### config.mk
export PLATFORM = sky130hd
export DESIGN_NAME = fetch_decode_flat
export DESIGN_NICKNAME = d
export VERILOG_FILES = /design/src/rtl/fetch_decode_pkg.sv /design/src/rtl/fetch_decode_if.sv /design/src/rtl/fetch_decode_mfc_timer.sv /design/src/rtl/fetch_decode.sv /design/src/flat_wrapper.sv
export SDC_FILE = /design/constraint.sdc
export NUM_CORES = 1
export LEC_CHECK = 0
export BUFFER_PORTS_ARGS = -buffer_cell sky130_fd_sc_hd__buf_2
export CORE_AREA = 2 2 85 87
export DETAILED_ROUTE_END_ITERATION = 8
export DIE_AREA = 0 0 87 89
export PLACE_DENSITY = 0.73
export SETUP_SLACK_MARGIN = 0.4
export SYNTH_ARGS = -nofsm -noshare
export SYNTH_HDL_FRONTEND = slang
export SYNTH_SLANG_ARGS = --single-unit
### constraint.sdc
create_clock -name clk -period 2.29 [get_ports clk]
set_clock_uncertainty 0.15 [all_clocks]
set_input_delay 0.3435 -clock clk [delete_from_list [all_inputs] [get_ports clk]]
set_output_delay 0.3435 -clock clk [all_outputs]
set_load 0.05 [all_outputs]
### src/rtl/fetch_decode_pkg.sv
// fetch_decode_pkg: shared state encoding, instruction field layout and helpers
// for the fetch/decode front end.
package fetch_decode_pkg;

    typedef enum logic [2:0] {
        IDLE,
        REQ,
        WAIT,
        DECODE,
        ISSUE,
        EXEC,
        HALT,
        FAULT
    } state_e;

    localparam int OP_MSB = 15;
    localparam int OP_LSB = 12;
    localparam int P1_MSB = 11;
    localparam int P1_LSB = 6;
    localparam int P2_MSB = 5;
    localparam int P2_LSB = 0;

    localparam logic [3:0] OP_HALT = 4'hF;

    function automatic logic [3:0] opcode_of(input logic [15:0] w);
        return w[OP_MSB:OP_LSB];
    endfunction

    function automatic logic [5:0] para1_of(input logic [15:0] w);
        return w[P1_MSB:P1_LSB];
    endfunction

    function automatic logic [5:0] para2_of(input logic [15:0] w);
        return w[P2_MSB:P2_LSB];
    endfunction

endpackage

### src/rtl/fetch_decode_if.sv
// fetch_decode_if: instruction-memory read bus.
//   MemEN   request enable (requester -> memory)
//   RW      1 = read       (requester -> memory)
//   address fetch address  (requester -> memory)
//   MFC     memory-function-complete strobe (memory -> requester)
//   memData instruction word, valid while MFC is high (memory -> requester)
interface fetch_decode_if;
    logic        MemEN;
    logic        RW;
    logic [15:0] address;
    logic        MFC;
    logic [15:0] memData;

    modport master (output MemEN, RW, address, input MFC, memData);
    modport slave  (input MemEN, RW, address, output MFC, memData);
endinterface

### src/rtl/fetch_decode_mfc_timer.sv
// mfc_timer: counts cycles spent waiting for MFC.
//   clk, reset   clock and synchronous active-low reset
//   clear        zero the count (asserted the cycle before WAIT is entered)
//   enable       count this cycle (in WAIT with no MFC)
//   expired      high on the LIMIT-th enabled cycle since the last clear
module mfc_timer #(
    parameter int LIMIT = 255
) (
    input  logic clk,
    input  logic reset,
    input  logic clear,
    input  logic enable,
    output logic expired
);
    localparam int W = $clog2(LIMIT + 1);

    logic [W-1:0] cnt_q, cnt_d;

    assign cnt_d   = clear ? '0 : enable ? cnt_q + W'(1) : cnt_q;
    // Count is k-1 during the k-th waiting cycle, so this fires on cycle LIMIT.
    assign expired = enable && (cnt_q == W'(LIMIT - 1));

    always_ff @(posedge clk) begin
        if (!reset) cnt_q <= '0;
        else        cnt_q <= cnt_d;
    end
endmodule

### src/rtl/fetch_decode.sv
// fetch_decode: instruction fetch and decode front end for a simple CPU.
//   clk, reset           clock and synchronous active-low reset
//   run                  enables fetching (sampled in IDLE and on fetch)
//   fetch                execute FSM finished the current instruction
//   incr                 execute FSM consumed an operand word (pc + 1)
//   mem                  memory read bus (master side)
//   start                one-cycle pulse: decoded instruction is ready
//   opCode, para1, para2 decoded instruction fields
//   pc                   program counter
//   err                  sticky MFC-timeout fault
module fetch_decode
    import fetch_decode_pkg::*;
#(
    parameter logic [15:0] PC_RESET    = 16'h0000,
    parameter int          MFC_TIMEOUT = 255
) (
    input  logic                  clk,
    input  logic                  reset,
    input  logic                  run,
    input  logic                  fetch,
    input  logic                  incr,
    fetch_decode_if.master        mem,
    output logic                  start,
    output logic [3:0]            opCode,
    output logic [5:0]            para1,
    output logic [5:0]            para2,
    output logic [15:0]           pc,
    output logic                  err
);
    state_e      state_q;
    logic [15:0] pc_q, ir_q, addr_q;
    logic [3:0]  opcode_q;
    logic [5:0]  para1_q, para2_q;
    logic        start_q, mem_en_q, rw_q, err_q;
    logic        expired;
    logic [15:0] pc_inc;

    assign pc_inc = pc_q + 16'd1;

    mfc_timer #(.LIMIT(MFC_TIMEOUT)) u_timer (
        .clk     (clk),
        .reset   (reset),
        .clear   (state_q == REQ),
        .enable  (state_q == WAIT && !mem.MFC),
        .expired (expired)
    );

    // Bus outputs are registered on the transition into the state that owns
    // them, so they line up exactly with REQ/WAIT.
    always_ff @(posedge clk) begin
        if (!reset) begin
            state_q  <= IDLE;
            pc_q     <= PC_RESET;
            ir_q     <= '0;
            opcode_q <= '0;
            para1_q  <= '0;
            para2_q  <= '0;
            start_q  <= 1'b0;
            mem_en_q <= 1'b0;
            rw_q     <= 1'b1;
            addr_q   <= '0;
            err_q    <= 1'b0;
        end else begin
            start_q <= 1'b0;
            case (state_q)
                IDLE: if (run) begin
                    state_q  <= REQ;
                    mem_en_q <= 1'b1;
                    addr_q   <= pc_q;
                end
                REQ: state_q <= WAIT;
                WAIT: if (mem.MFC) begin
                    ir_q     <= mem.memData;
                    state_q  <= DECODE;
                    mem_en_q <= 1'b0;
                    addr_q   <= '0;
                end else if (expired) begin
                    state_q  <= FAULT;
                    err_q    <= 1'b1;
                    mem_en_q <= 1'b0;
                    addr_q   <= '0;
                end
                DECODE: begin
                    opcode_q <= opcode_of(ir_q);
                    para1_q  <= para1_of(ir_q);
                    para2_q  <= para2_of(ir_q);
                    pc_q     <= pc_inc;
                    state_q  <= opcode_of(ir_q) == OP_HALT ? HALT : ISSUE;
                    start_q  <= opcode_of(ir_q) != OP_HALT;
                end
                ISSUE: state_q <= EXEC;
                EXEC: begin
                    if (incr) pc_q <= pc_inc;
                    // A same-cycle incr must already be visible on the next request.
                    if (fetch) begin
                        state_q  <= run ? REQ : IDLE;
                        mem_en_q <= run;
                        addr_q   <= run ? (incr ? pc_inc : pc_q) : '0;
                    end
                end
                default: ;
            endcase
        end
    end

    assign mem.MemEN   = mem_en_q;
    assign mem.RW      = rw_q;
    assign mem.address = addr_q;
    assign start       = start_q;
    assign opCode      = opcode_q;
    assign para1       = para1_q;
    assign para2       = para2_q;
    assign pc          = pc_q;
    assign err         = err_q;
endmodule

### src/flat_wrapper.sv
// flat-port wrapper written by rule: the top's interface ports become plain ports
module fetch_decode_flat import fetch_decode_pkg::*;
#(
    parameter logic [15:0] PC_RESET    = 16'h0000,
    parameter int          MFC_TIMEOUT = 255
)
  (clk, reset, run, fetch, incr, start, opCode, para1, para2, pc, err, mem_MemEN, mem_RW, mem_address, mem_MFC, mem_memData);
  fetch_decode_if mem_i ();
  input  logic clk;
  input  logic reset;
  input  logic run;
  input  logic fetch;
  input  logic incr;
  output logic start;
  output logic [3:0] opCode;
  output logic [5:0] para1;
  output logic [5:0] para2;
  output logic [15:0] pc;
  output logic err;
  output wire logic [$bits(mem_i.MemEN)-1:0] mem_MemEN;
  output wire logic [$bits(mem_i.RW)-1:0] mem_RW;
  output wire logic [$bits(mem_i.address)-1:0] mem_address;
  input wire logic [$bits(mem_i.MFC)-1:0] mem_MFC;
  input wire logic [$bits(mem_i.memData)-1:0] mem_memData;
  assign mem_MemEN = mem_i.MemEN;
  assign mem_RW = mem_i.RW;
  assign mem_address = mem_i.address;
  assign mem_i.MFC = mem_MFC;
  assign mem_i.memData = mem_memData;
  fetch_decode #(.PC_RESET(PC_RESET), .MFC_TIMEOUT(MFC_TIMEOUT)) u_core (.clk(clk), .reset(reset), .run(run), .fetch(fetch), .incr(incr), .mem(mem_i), .start(start), .opCode(opCode), .para1(para1), .para2(para2), .pc(pc), .err(err));
endmodule
# --- Word-level counts from Yosys, hierarchy flattened ---
# Index checks and enable logic that the tools add are counted.
totals:
  register_bits: 78
op_classes:
  n_reduce_logical: 13
  n_addsub: 2
  bitwise_logic: 2
  muxes: 20
  n_eq_ne: 11
op_table:
  columns: ["cell", "count"]
  rows:
  - ["$mux 16", 6]
  - ["$pmux 16 s3", 1]
  - ["$pmux 16 s2", 1]
  - ["$pmux 3 s6", 1]
  - ["$add 16x1->16 const B", 1]
  - ["$mux 3", 4]
  - ["$add 8x1->8 const B", 1]
  - ["$eq 8x8->1 const B", 1]
  - ["$reduce_and 4->1", 2]
  - ["$eq 3x2->1 const B", 2]
  - ["$eq 3x3->1 const B", 2]
  - ["$reduce_bool 6->1", 1]
  - ["$mux 1", 5]
  - ["$eq 4x4->1 const B", 1]
  - ["$ne 2x2->1 const B", 2]
  - ["$ne 4x4->1 const B", 1]
  - ["$reduce_and 2->1", 2]
  - ["$eq 3x1->1 const B", 1]
  - ["$logic_not 3->1", 1]
  - ["$ne 3x2->1 const B", 1]
  - ["$pmux 1 s3", 1]
  - ["$reduce_and 3->1", 1]
  - ["$reduce_bool 3->1", 1]
  - ["$logic_and 1x1->1", 2]
  - ["5 further kinds", 6]

# --- Logic depth before layout (Yosys ltp) ---
# Gate-level depths: netlist of the first run.
logic_depth:
  ltp_word: 6
  mapped_depth: 8

# --- Modules after synthesis ---
# Synthesis of the first run repeated with hierarchy kept, for this count alone.
unflattened:
  hier_cells: 462
  hier_area_um2: 3726.1
by_module_without_submodules:
  columns: ["mod", "cells_each", "seq_area_each_um2", "area_per_inst_um2", "n_inst"]
  rows:
  - ["fetch_decode", 420, 1401.3, 3357.0, 1]
  - ["mfc_timer", 42, 160.2, 369.1, 1]

# --- Least setup slack after synthesis of the first run ---
# No wires, ideal clock.
synth_path:
  path_kind: "register to register"
  startpoint: "register u_core.pc_q[0], in the netlist u_core.pc[0]"
  endpoint: "register u_core.addr_q[12], in the netlist u_core.mem.address[12]"
  setup_slack_ps: -64
  path_stages_with_launch: 6
  period_less_slack_ps: 2354
  required_ps: 2066
  t_arrival_ps: 2129
  cell_sequence: "dfxtp_1 -> ha_1 -> and3_1 -> nand3_1 -> or4_1 -> a31oi_1"
synth_via:
  elab_chain_len: 5
synth_lines:
  columns: ["item", "line_no", "text"]
  rows:
  - ["from (decl)", "fetch_decode.sv:31", "logic [15:0] pc_q, ir_q, addr_q;"]
  - ["from (signal assigned)", "fetch_decode.sv:87", "pc_q <= pc_inc;"]
  - ["from (signal assigned)", "fetch_decode.sv:93", "if (incr) pc_q <= pc_inc;"]
  - ["$add 16x1->16", "fetch_decode.sv:38", "assign pc_inc = pc_q + 16'd1;"]
  - ["$mux 16", null, null]
  - ["$mux 16", "fetch_decode.sv:98", "addr_q <= run ? (incr ? pc_inc : pc_q) : '0;"]
  - ["$mux 16", "fetch_decode.sv:95", "if (fetch) begin"]
  - ["$pmux 16 s3", "fetch_decode.sv:65", "case (state_q)"]
  - ["to (signal assigned)", "fetch_decode.sv:69", "addr_q <= pc_q;"]
  - ["to (signal assigned)", "fetch_decode.sv:98", null]
  - ["to (decl)", "fetch_decode.sv:31", null]
# Every way passes these cells. The select of a mux whose other input is x is not followed.
# A chain may end at the register's enable or synchronous reset.

# --- Worst setup path after layout of the first run ---
layout_path:
  startpoint: "register u_core.state_q[0]"
  endpoint: "register u_core.addr_q[13], in the netlist u_core.mem.address[13]"
layout_via:
  elab_chain_len: 5
layout_lines:
  columns: ["item", "line_no", "text"]
  rows:
  - ["from (decl)", "fetch_decode.sv:30", "state_e state_q;"]
  - ["from (signal assigned)", "fetch_decode.sv:88", "state_q <= opcode_of(ir_q) == OP_HALT ? HALT : ISSUE;"]
  - ["from (signal assigned)", "fetch_decode.sv:96", "state_q <= run ? REQ : IDLE;"]
  - ["$eq 3x2->1", "fetch_decode.sv:44, fetch_decode.sv:65", null]
  - ["$logic_and 1x1->1", "fetch_decode.sv:44", ".enable (state_q == WAIT && !mem.MFC),"]
  - ["$logic_and 1x1->1", "fetch_decode_mfc_timer.sv:21", "assign expired = enable && (cnt_q == W'(LIMIT - 1));"]
  - ["$ne 3x2->1 (no line)", null, null]
  - ["$reduce_and 4->1 (no line)", null, null]
# Several ways; a longest one is shown, not always the timed one.

==> results of run 1 <==
critical path, delay by kind of cell (launching register included):
| family | cells | cell delay, ps |
|---|---|---|
| buffers and inverters | 2 | 380 |
| and+or+nand+nor | 2 | 590 |
| AOI/OAI and AO/OA | 3 | 260 |
| DFF | 1 | 390 |
layer usage:
| layer | GRT usage | vias up | part of all wire |
|---|---|---|---|
| li1 | - | 1703 | - |
| met1 | 0.311 | 1632 | 0.43 |
| met2 | 0.398 | 107 | 0.50 |
| met3 | 0.0434 | 11 | 0.056 |
| met4 | 0.0994 | 0 | 0.013 |
| met5 | 0 | - | 0 |
flip-flops by register name (all words and copies together) (netlist names):
signal and flops:
u_core.err 1, u_core.ir_q 16, u_core.mem.MemEN 1, u_core.mem.address 16
u_core.opCode 4, u_core.para1 6, u_core.para2 6, u_core.pc 16
u_core.start 1, u_core.state_q 3, u_core.u_timer.cnt_q 8
repair_timing:
| item | 4_1_cts | 5_1_grt |
|---|---|---|
| setup endpoints to repair | 38 | 29 |
| buffers inserted | 5 | 4 |
| pin swaps | 3 | 6 |
| gates cloned | 1 | 1 |
| resized for setup | 10 | 19 |
power by group through the flow:
stage / Combinational (mW) / Clock (mW) / Sequential (mW)
after CTS: 1.63 / 1.28 / 1.67
after global routing: 1.92 / 1.34 / 1.70
after floorplan: 0.717 / 0 / 2.09
after detailed placement: 1.42 / 0 / 1.69
after global placement: 1.39 / 0 / 1.68
final: 1.81 / 1.26 / 1.67
cell usage after synthesis, types with 2 or more instances:
master	instances	area, um^2
sky130_fd_sc_hd__nor2_1	35	131
sky130_fd_sc_hd__dfxtp_1	78	1560
sky130_fd_sc_hd__nand3b_1	3	22.5
sky130_fd_sc_hd__o31ai_1	2	15.0
sky130_fd_sc_hd__nand2_1	83	312
sky130_fd_sc_hd__ha_1	4	50.1
sky130_fd_sc_hd__inv_1	4	15.0
sky130_fd_sc_hd__nand4_1	10	62.6
sky130_fd_sc_hd__a21o_1	2	15.0
sky130_fd_sc_hd__a21oi_1	51	255
sky130_fd_sc_hd__xor2_1	12	105
sky130_fd_sc_hd__buf_2	10	50.1
sky130_fd_sc_hd__xnor2_1	9	78.8
sky130_fd_sc_hd__a31oi_1	10	62.6
sky130_fd_sc_hd__inv_2	2	7.51
sky130_fd_sc_hd__o21ai_0	21	105
sky130_fd_sc_hd__and3b_1	2	17.5
sky130_fd_sc_hd__or4_1	4	30.0
sky130_fd_sc_hd__clkbuf_1	12	45.0
sky130_fd_sc_hd__nor4_1	2	12.5
sky130_fd_sc_hd__nand3_1	10	50.1
sky130_fd_sc_hd__or3_1	7	43.8
sky130_fd_sc_hd__o21ai_1	9	45.0
sky130_fd_sc_hd__buf_6	5	56.3
sky130_fd_sc_hd__o21a_1	3	22.5
sky130_fd_sc_hd__and3_1	4	25.0
sky130_fd_sc_hd__o2111ai_1	2	17.5
sky130_fd_sc_hd__a22oi_1	5	37.5
sky130_fd_sc_hd__nor3_2	3	30.0
sky130_fd_sc_hd__nor3_1	8	40.0
path summary, 6_finish.rpt:
kind,depth (start not counted),from,endpoint
setup / recovery,7,u_core.state_q[0],u_core.mem.address[13]
hold / removal,3,mem_memData[9],u_core.ir_q[9]
setup reg to reg,7,u_core.state_q[0],u_core.mem.address[13]
hold reg to reg,2,u_core.ir_q[11],u_core.para1[5]
cell type report:
class,instances,area share
repair buffers,104,0.142
flip-flops and latches,78,0.350
well taps,80,0.0218
clock buffers,11,0.0355
inverters,6,0.00491
multi-input cells,324,0.428
clock inverters,5,0.0183
per-stage QoR:
| stage | cells | hold WS [ps] |
|---|---|---|
| 5_1_grt | 608 | 72.3 |
| 2_1_floorplan | 436 | 282 |
| 3_3_place_gp | 581 | 287 |
| 6_report | 608 | 65.4 |
| 3_5_place_dp | 581 | 292 |
| 4_1_cts | 603 | 52.8 |
kinds of logic after synthesis:
| family | share of synthesized area |
|---|---|
| AND/OR/NAND/NOR | 0.255 |
| AO/OA/AOI/OAI | 0.187 |
| flip-flops | 0.436 |
| buffers and inverters | 0.0521 |
| XOR/XNOR | 0.0514 |
| adder cells (fa/ha/maj) | 0.0168 |
| other | 0.00105 |
==> tab_implementation.tex, run 1 <==
\begin{tabular}{lr}
\hline
Metric & Value \\
\hline
\multicolumn{2}{l}{\textbf{Clock tree}} \\
\quad Clock Tree Root & sky130\_fd\_sc\_hd\_\_clkbuf\_8 \\
\quad Hold-fix buffer count after cts & 0 \\
\quad Count of H-tree levels built during CTS & 3 \\
\quad Clock slew seen by the registers of the worst setup and hold paths & 90 ps \\
\quad Clock buffer depth & 2 \\
\quad Worst skew pair latency & 360 ps \\
\quad Clock tree from TritonCTS & done \\
\quad CTS Buf Count & 9 \\
\quad Clock Sinks & 78 \\
\multicolumn{2}{l}{\textbf{Power}} \\
\quad Sum of internal, switching and leakage power & 4.74 mW \\
\quad Part of the power in the clock network & 0.266 \\
\quad P\_int & 2.90 mW \\
\quad Cell area power density & 1030 nW/um\^{}2 \\
\quad Net switching component of the power & 1.84 mW \\
\quad Switching share of power & 0.388 \\
\quad Combinational group share of total power & 0.381 \\
\quad Largest vdd supply drop & 664 uV \\
\quad Reported leakage power & 1.80 nW \\
\quad Relative contribution of sequential cells to total power & 0.353 \\
\multicolumn{2}{l}{\textbf{Global route}} \\
\quad Via count of the first global-routing pass & 3062 \\
\quad Antenna violations before repair & 0 \\
\quad Global route overflow & 0 \\
\quad Largest net degree at the start of global routing & 28 \\
\quad Overall Global Routing Usage & 0.240 \\
\quad First-pass GRT wire length & 14700 um \\
\multicolumn{2}{l}{\textbf{Final layout}} \\
\quad Count of antenna diodes in the layout & 0 \\
\quad Multi-input gate area in the final layout & 1960 um\^{}2 \\
\quad Fin area & 4590 um\^{}2 \\
\quad End-of-flow core utilization & 0.683 \\
\quad Number of fillers in the final layout & 556 \\
\quad Most frequent cells in the layout & sky130\_fd\_sc\_hd\_\_nand2\_1 (83), sky130\_fd\_sc\_hd\_\_buf\_2 (72), sky130\_fd\_sc\_hd\_\_dfxtp\_1 (63), sky130\_fd\_sc\_hd\_\_a21oi\_1 (50), sky130\_fd\_sc\_hd\_\_nor2\_1 (35) \\
\quad Sequential cell area & 1610 um\^{}2 \\
\quad Most common cell after layout, fill and taps aside & sky130\_fd\_sc\_hd\_\_nand2\_1 \\
\quad Synthesis-to-finish area growth & 28.2\% \\
\quad Final-stage net count & 549 \\
\quad Ratio of cells with drive above 1 in the final layout & 0.316 \\
\multicolumn{2}{l}{\textbf{Worst setup path}} \\
\quad Critical Path, Cell by Cell & or4\_4 > o41ai\_4 > buf\_4 > nor3\_4 > buf\_12 > o21ai\_1 > a21oi\_1 \\
\quad Max Fanout on Critical Path & 9 \\
\quad Nature of the critical path endpoint & register \\
\quad Startpoint kind of the worst setup timing path & register \\
\quad Standard cell with the maximum stage delay on the critical path & sky130\_fd\_sc\_hd\_\_or4\_4 \\
\quad Arrival time at the worst endpoint & 1970 ps \\
\quad Delay of the slowest cell on the worst path & 530 ps \\
\quad Data required, critical path & 2380 ps \\
\quad Type of the setup path with the least slack & reg -> reg \\
\quad Worst R2R Setup Slack & 410 ps \\
\multicolumn{2}{l}{\textbf{Timing}} \\
\quad Count of pins over their slew limit & 0 \\
\quad Endpoints failing hold & 0 \\
\quad Remaining max-slew budget at the tightest pin & 0.608 \\
\quad Final critical-path share of the clock period & 0.820 \\
\quad RSZ-0062 raised after global routing & yes \\
\quad Total negative slack & 0 ps \\
\quad Upper clock frequency limit & 533 MHz \\
\quad Setup violators final & 0 \\
\quad Worst-case setup margin in the final layout & 412 ps \\
\quad Slew @ Worst Pin & 583 ps \\
\quad Time the final worst path needs with I/O delays and setup & 1880 ps \\
\multicolumn{2}{l}{\textbf{Synth}} \\
\quad Portion of the post-synthesis area used by sequential elements & 0.436 \\
\quad Number of flops mapped to enable cells by yosys & 0 \\
\quad Synthesis warning total & 0 \\
\quad Top\_reg\_cell synth & sky130\_fd\_sc\_hd\_\_dfxtp\_1 \\
\quad Synthesized net count & 462 \\
\quad Library cells used by synthesis & 54 \\
\quad Flop and latch count out of synthesis & 78 \\
\quad Average size of a mapped cell & 8.21 um\^{}2 \\
\quad Post-Syn Area & 3580 um\^{}2 \\
\quad FFs w/ async S/R, synth & 0 \\
\quad Number of instances in the synthesized netlist & 436 \\
\multicolumn{2}{l}{\textbf{Outcome}} \\
\quad Result of the run & complete, no violations \\
\multicolumn{2}{l}{\textbf{Detailed routing}} \\
\quad Number of nets with antenna violations after detailed routing & 0 \\
\quad Initial drt markers & 235 \\
\quad Vias per std cell & 5.68 \\
\quad Drt wl/cell & 15.4 um \\
\quad Post-detailed-routing wire length & 9390 um \\
\quad Number of design rule violations left after detail routing & 0 \\
\quad Router iterations before antenna repair & 5 \\
\quad Via count & 3453 \\
\multicolumn{2}{l}{\textbf{Floorplanning}} \\
\quad Die Height & 89 um \\
\quad I/O pin cnt & 74 \\
\quad Die outline area & 7740 um\^{}2 \\
\quad Placeable core area & 6720 um\^{}2 \\
\quad Initial Utilization & 0.533 \\
\quad Number of cell rows & 30 \\
\quad Die X & 87 um \\
\multicolumn{2}{l}{\textbf{Placed design}} \\
\quad Quantity of I/O buffers inserted on ports & 72 \\
\quad Routability Congestion & 0.815 \\
\quad Dpl ws & -114 ps \\
\quad Cell area reported after detailed placement & 4110 um\^{}2 \\
\quad Total half-perimeter wirelength after legalization and detailed placement & 5950 um \\
\multicolumn{2}{l}{\textbf{Job}} \\
\quad Max-capacitance violation count & 0 \\
\multicolumn{2}{l}{\textbf{Min path}} \\
\quad Worst hold path type & in -> reg \\
\hline
\end{tabular}
No activity file was read; power rests on OpenSTA's default activity.
==> inputs of run 2 (changes only) <==
--- a/config.mk
+++ b/config.mk
@@ -5,11 +5,12 @@
 export SDC_FILE = /design/constraint.sdc
 export NUM_CORES = 1
 export LEC_CHECK = 0
+export ABC_AREA = 1
 export BUFFER_PORTS_ARGS = -buffer_cell sky130_fd_sc_hd__buf_2
-export CORE_AREA = 2 2 85 87
+export CORE_AREA = 2 2 86 88
 export DETAILED_ROUTE_END_ITERATION = 8
-export DIE_AREA = 0 0 87 89
-export PLACE_DENSITY = 0.73
+export DIE_AREA = 0 0 88 90
+export PLACE_DENSITY = 0.74
 export SETUP_SLACK_MARGIN = 0.4
 export SYNTH_ARGS = -nofsm -noshare
 export SYNTH_HDL_FRONTEND = slang
==> constraint.sdc (replaced) <==
create_clock -name clk -period 1.8 [get_ports clk]
set_clock_uncertainty 0.15 [all_clocks]
set_input_delay 0.27 -clock clk [delete_from_list [all_inputs] [get_ports clk]]
set_output_delay 0.27 -clock clk [all_outputs]
set_load 0.05 [all_outputs]
==> run 2 against run 1 <==
  * The run now ends with setup timing left
  * Via count rose by 33%
  * Total power rose by 77%
  * Flip-flop and latch count did not move
  * Global-route usage rose by 7.5 points
  * Worst setup slack got worse by 420 ps
  * Wire length rose by 59%
  * Clock power rose by 8%
  * Synthesized area rose by 4.5%
  * Combinational power rose to 2.5 times the previous value
  * Highest routed layer unchanged
==> tab_implementation.tex, run 2 <==
\begin{tabular}{lr}
\hline
Metric & Value \\
\hline
\multicolumn{2}{l}{\textbf{Detailed routing}} \\
\quad Drt wl/cell & 19.5 um (+27\%) \\
\quad Router iterations before antenna repair & 5 (unchanged) \\
\quad Post-detailed-routing wire length & 15000 um (+59\%) \\
\quad Number of design rule violations left after detail routing & 0 (unchanged) \\
\quad Number of nets with antenna violations after detailed routing & 0 (unchanged) \\
\quad Initial drt markers & 439 (+87\%) \\
\quad Via count & 4608 (+33\%) \\
\quad Vias per std cell & 6.02 (+6.1\%) \\
\multicolumn{2}{l}{\textbf{Placed design}} \\
\quad Quantity of I/O buffers inserted on ports & 72 (unchanged) \\
\quad Total half-perimeter wirelength after legalization and detailed placement & 6510 um (+9.5\%) \\
\quad Routability Congestion & 0.862 (+5.7\%) \\
\multicolumn{2}{l}{\textbf{Synth}} \\
\quad Number of instances in the synthesized netlist & 528 (+21\%) \\
\quad Share of the synthesized area in the top cell type & 0.418 (-0.0188) \\
\quad Library cell with the largest summed area after synthesis & sky130\_fd\_sc\_hd\_\_dfxtp\_1 \\
\quad Synthesized net count & 554 (+20\%) \\
\quad Post-Syn Area & 3740 um\^{}2 (+4.5\%) \\
\quad Top\_reg\_cell synth & sky130\_fd\_sc\_hd\_\_dfxtp\_1 \\
\quad Largest cells by area after synthesis & sky130\_fd\_sc\_hd\_\_dfxtp\_1 (42\%), sky130\_fd\_sc\_hd\_\_nand2\_1 (8.6\%), sky130\_fd\_sc\_hd\_\_a21oi\_1 (8.6\%), sky130\_fd\_sc\_hd\_\_o21ai\_0 (7.8\%), sky130\_fd\_sc\_hd\_\_inv\_1 (6.7\%) \\
\quad Flop and latch count out of synthesis & 78 (unchanged) \\
\quad FFs w/ async S/R, synth & 0 (unchanged) \\
\quad Synthesis warning total & 0 (unchanged) \\
\quad Most frequently used cell type in the post-synthesis netlist & sky130\_fd\_sc\_hd\_\_nand2\_1 \\
\quad Average size of a mapped cell & 7.08 um\^{}2 (-14\%) \\
\quad Number of flops mapped to enable cells by yosys & 0 (unchanged) \\
\quad Portion of the post-synthesis area used by sequential elements & 0.418 (-0.0188) \\
\quad Most frequent cells after synthesis & sky130\_fd\_sc\_hd\_\_nand2\_1 (86), sky130\_fd\_sc\_hd\_\_dfxtp\_1 (78), sky130\_fd\_sc\_hd\_\_inv\_1 (67) \\
\quad Library cells used by synthesis & 33 (-39\%) \\
\multicolumn{2}{l}{\textbf{Timing}} \\
\quad Worst hold slack across all endpoints & 21.5 ps (-43.8 ps) \\
\quad Endpoints failing hold & 0 (unchanged) \\
\quad RSZ-0062 raised after global routing & yes \\
\quad Worst-case setup margin in the final layout & -4.93 ps (-417 ps) \\
\quad Time the final worst path needs with I/O delays and setup & 1800 ps (-72.8 ps) \\
\quad Setup violators final & 1 (+1) \\
\quad Count of pins over their slew limit & 0 (unchanged) \\
\quad Upper clock frequency limit & 554 MHz (+4.0\%) \\
\quad Final critical-path share of the clock period & 1.00 (+0.183) \\
\quad Remaining max-slew budget at the tightest pin & 0.644 (+0.0358) \\
\quad Slew @ Worst Pin & 533 ps (-50.4 ps) \\
\multicolumn{2}{l}{\textbf{Clock tree}} \\
\quad Clock Sinks & 78 (unchanged) \\
\quad Clock slew seen by the registers of the worst setup and hold paths & 90 ps (about the same) \\
\quad Clock buffer depth & 2 (unchanged) \\
\quad CTS Buf Count & 9 (unchanged) \\
\quad Clock Tree Root & sky130\_fd\_sc\_hd\_\_clkbuf\_8 \\
\quad Count of H-tree levels built during CTS & 3 (unchanged) \\
\quad Clock tree from TritonCTS & done \\
\quad Worst skew pair latency & 360 ps (about the same) \\
\quad Hold-fix buffer count after cts & 0 (unchanged) \\
\multicolumn{2}{l}{\textbf{Worst setup path}} \\
\quad Nature of the critical path endpoint & register \\
\quad Startpoint kind of the worst setup timing path & register \\
\quad Max Fanout on Critical Path & 6 (-3) \\
\quad Data required, critical path & 1940 ps (-440 ps) \\
\quad Type of the setup path with the least slack & reg -> reg \\
\quad Arrival time at the worst endpoint & 1940 ps (-30 ps) \\
\multicolumn{2}{l}{\textbf{Floorplanning}} \\
\quad Die Height & 90 um (+1.1\%) \\
\quad Die outline area & 7920 um\^{}2 (+2.3\%) \\
\quad Die X & 88 um (+1.1\%) \\
\quad Placeable core area & 7020 um\^{}2 (+4.5\%) \\
\quad I/O pin cnt & 74 (unchanged) \\
\quad Number of cell rows & 31 (+3.3\%) \\
\quad Initial Utilization & 0.533 (about the same) \\
\multicolumn{2}{l}{\textbf{Min path}} \\
\quad Worst hold path type & in -> reg \\
\multicolumn{2}{l}{\textbf{Global route}} \\
\quad Antenna violations before repair & 0 (unchanged) \\
\quad Global route overflow & 0 (unchanged) \\
\quad Largest net degree at the start of global routing & 27 (-3.6\%) \\
\quad Overall Global Routing Usage & 0.315 (+0.0747) \\
\quad Via count of the first global-routing pass & 4219 (+38\%) \\
\quad First-pass GRT wire length & 19800 um (+35\%) \\
\multicolumn{2}{l}{\textbf{Final layout}} \\
\quad Most common cell after layout, fill and taps aside & sky130\_fd\_sc\_hd\_\_inv\_1 \\
\quad Ratio of cells with drive above 1 in the final layout & 0.485 (+0.169) \\
\quad End-of-flow core utilization & 0.852 (+0.169) \\
\quad Synthesis-to-finish area growth & 59.9\% \\
\quad Count of antenna diodes in the layout & 0 (unchanged) \\
\quad Most frequent cells in the layout & sky130\_fd\_sc\_hd\_\_inv\_1 (62), sky130\_fd\_sc\_hd\_\_nand2\_1 (58), sky130\_fd\_sc\_hd\_\_buf\_4 (56), sky130\_fd\_sc\_hd\_\_dfxtp\_1 (56), sky130\_fd\_sc\_hd\_\_nor2\_1 (46) \\
\quad Final-stage net count & 687 (+25\%) \\
\multicolumn{2}{l}{\textbf{Power}} \\
\quad Reported leakage power & 2.59 nW (+44\%) \\
\quad Largest vdd supply drop & 826 uV (+24\%) \\
\quad Cell area power density & 1400 nW/um\^{}2 (+36\%) \\
\multicolumn{2}{l}{\textbf{Job}} \\
\quad Max-capacitance violation count & 0 (unchanged) \\
\multicolumn{2}{l}{\textbf{Outcome}} \\
\quad Violated checks & setup timing \\
\quad Result of the run & finished with violations \\
\hline
\end{tabular}
==> run 2: changes by cell type in the layout (fill, tap and decap cells not counted), sizes merged, moves of 8 or more <==
cell and change:
a21oi +13, clkbuf +16, nand2 +8, a31oi -8
nor2 +33, nor3 -10, buf +21, nand3 +16
inv +68, o21ai +39
==> run 2: timing repair <==
item | in CTS | in global routing
setup endpoints to repair | 93 | 104
buffers inserted | 31 | 17
resized for setup | 152 | 117
pin swaps | 36 | 39
cloned | 8 | 2
==> run 2: through the flow <==
stage	power (mW)	setup TNS, ps	std cells	area [um^2]	setup WS [ps]
after global routing	8.71	-251	765	5980	-64.3
after global placement	5.37	0	691	4350	96.5
after detailed placement	5.45	0	691	4350	59.5
after floorplan	4.83	0	528	3870	207
after CTS	7.55	0	746	5420	112
final	8.40	-4.93	765	5980	-4.93
==> run 2: kinds of logic after synthesis <==
logic type | Yosys count | share of synthesized area
other cells | 1 | 0.00100
xor+xnor | 8 | 0.0187
buf+inv | 95 | 0.107
fa+ha+maj | 4 | 0.0134
simple gates | 198 | 0.239
compound gates | 144 | 0.203
flops | 78 | 0.418
==> run 2: final cells by class <==
cell class | count | area (um^2)
Tap cell | 99 | 124
Timing Repair inverter | 1 | 11.3
Timing Repair Buffer | 142 | 1290
Clock inverter | 6 | 48.8
Clock buffer | 10 | 149
Sequential cell | 78 | 1630
Multi-Input combinational cell | 356 | 2420
Fill cell | 345 | 1040
Inverter | 73 | 304
==> run 2: report_power, final <==
| part | total, mW | switching (mW) | internal (mW) | leakage, nW |
|---|---|---|---|---|
| clock network | 1.36 | 0.756 | 0.604 | 0.103 |
| logic | 4.53 | 2.92 | 1.61 | 1.84 |
| registers | 2.51 | 0.362 | 2.14 | 0.649 |
==> run 2: worst paths after layout <==
check	from	end	slack [ps]	cells past startpoint
min reg2reg	u_core.ir_q[10]	u_core.ir_q[10]	310	2
min	mem_memData[1]	u_core.ir_q[1]	20	3
max reg2reg	u_core.u_timer.cnt_q[4]	u_core.mem.address[4]	-5	9
max	u_core.u_timer.cnt_q[4]	u_core.mem.address[4]	-5	9
==> run 2: worst max-delay path, stage by stage, from the launching register on <==
cell                      delay [ps]
sky130_fd_sc_hd__dfxtp_1         420
sky130_fd_sc_hd__nand2_1         110
sky130_fd_sc_hd__nor2_2          180
sky130_fd_sc_hd__nand2_2          80
sky130_fd_sc_hd__nand2_4          90
sky130_fd_sc_hd__nand2_4          60
sky130_fd_sc_hd__nor2_4          200
sky130_fd_sc_hd__buf_6           160
sky130_fd_sc_hd__o21ai_0         110
sky130_fd_sc_hd__nor2_1          180
==> run 2: routing by layer <==
layer  track usage  share of wire
met5             0              0
met1         0.356           0.34
met2         0.533           0.49
met3        0.0836          0.088
met4         0.164          0.080
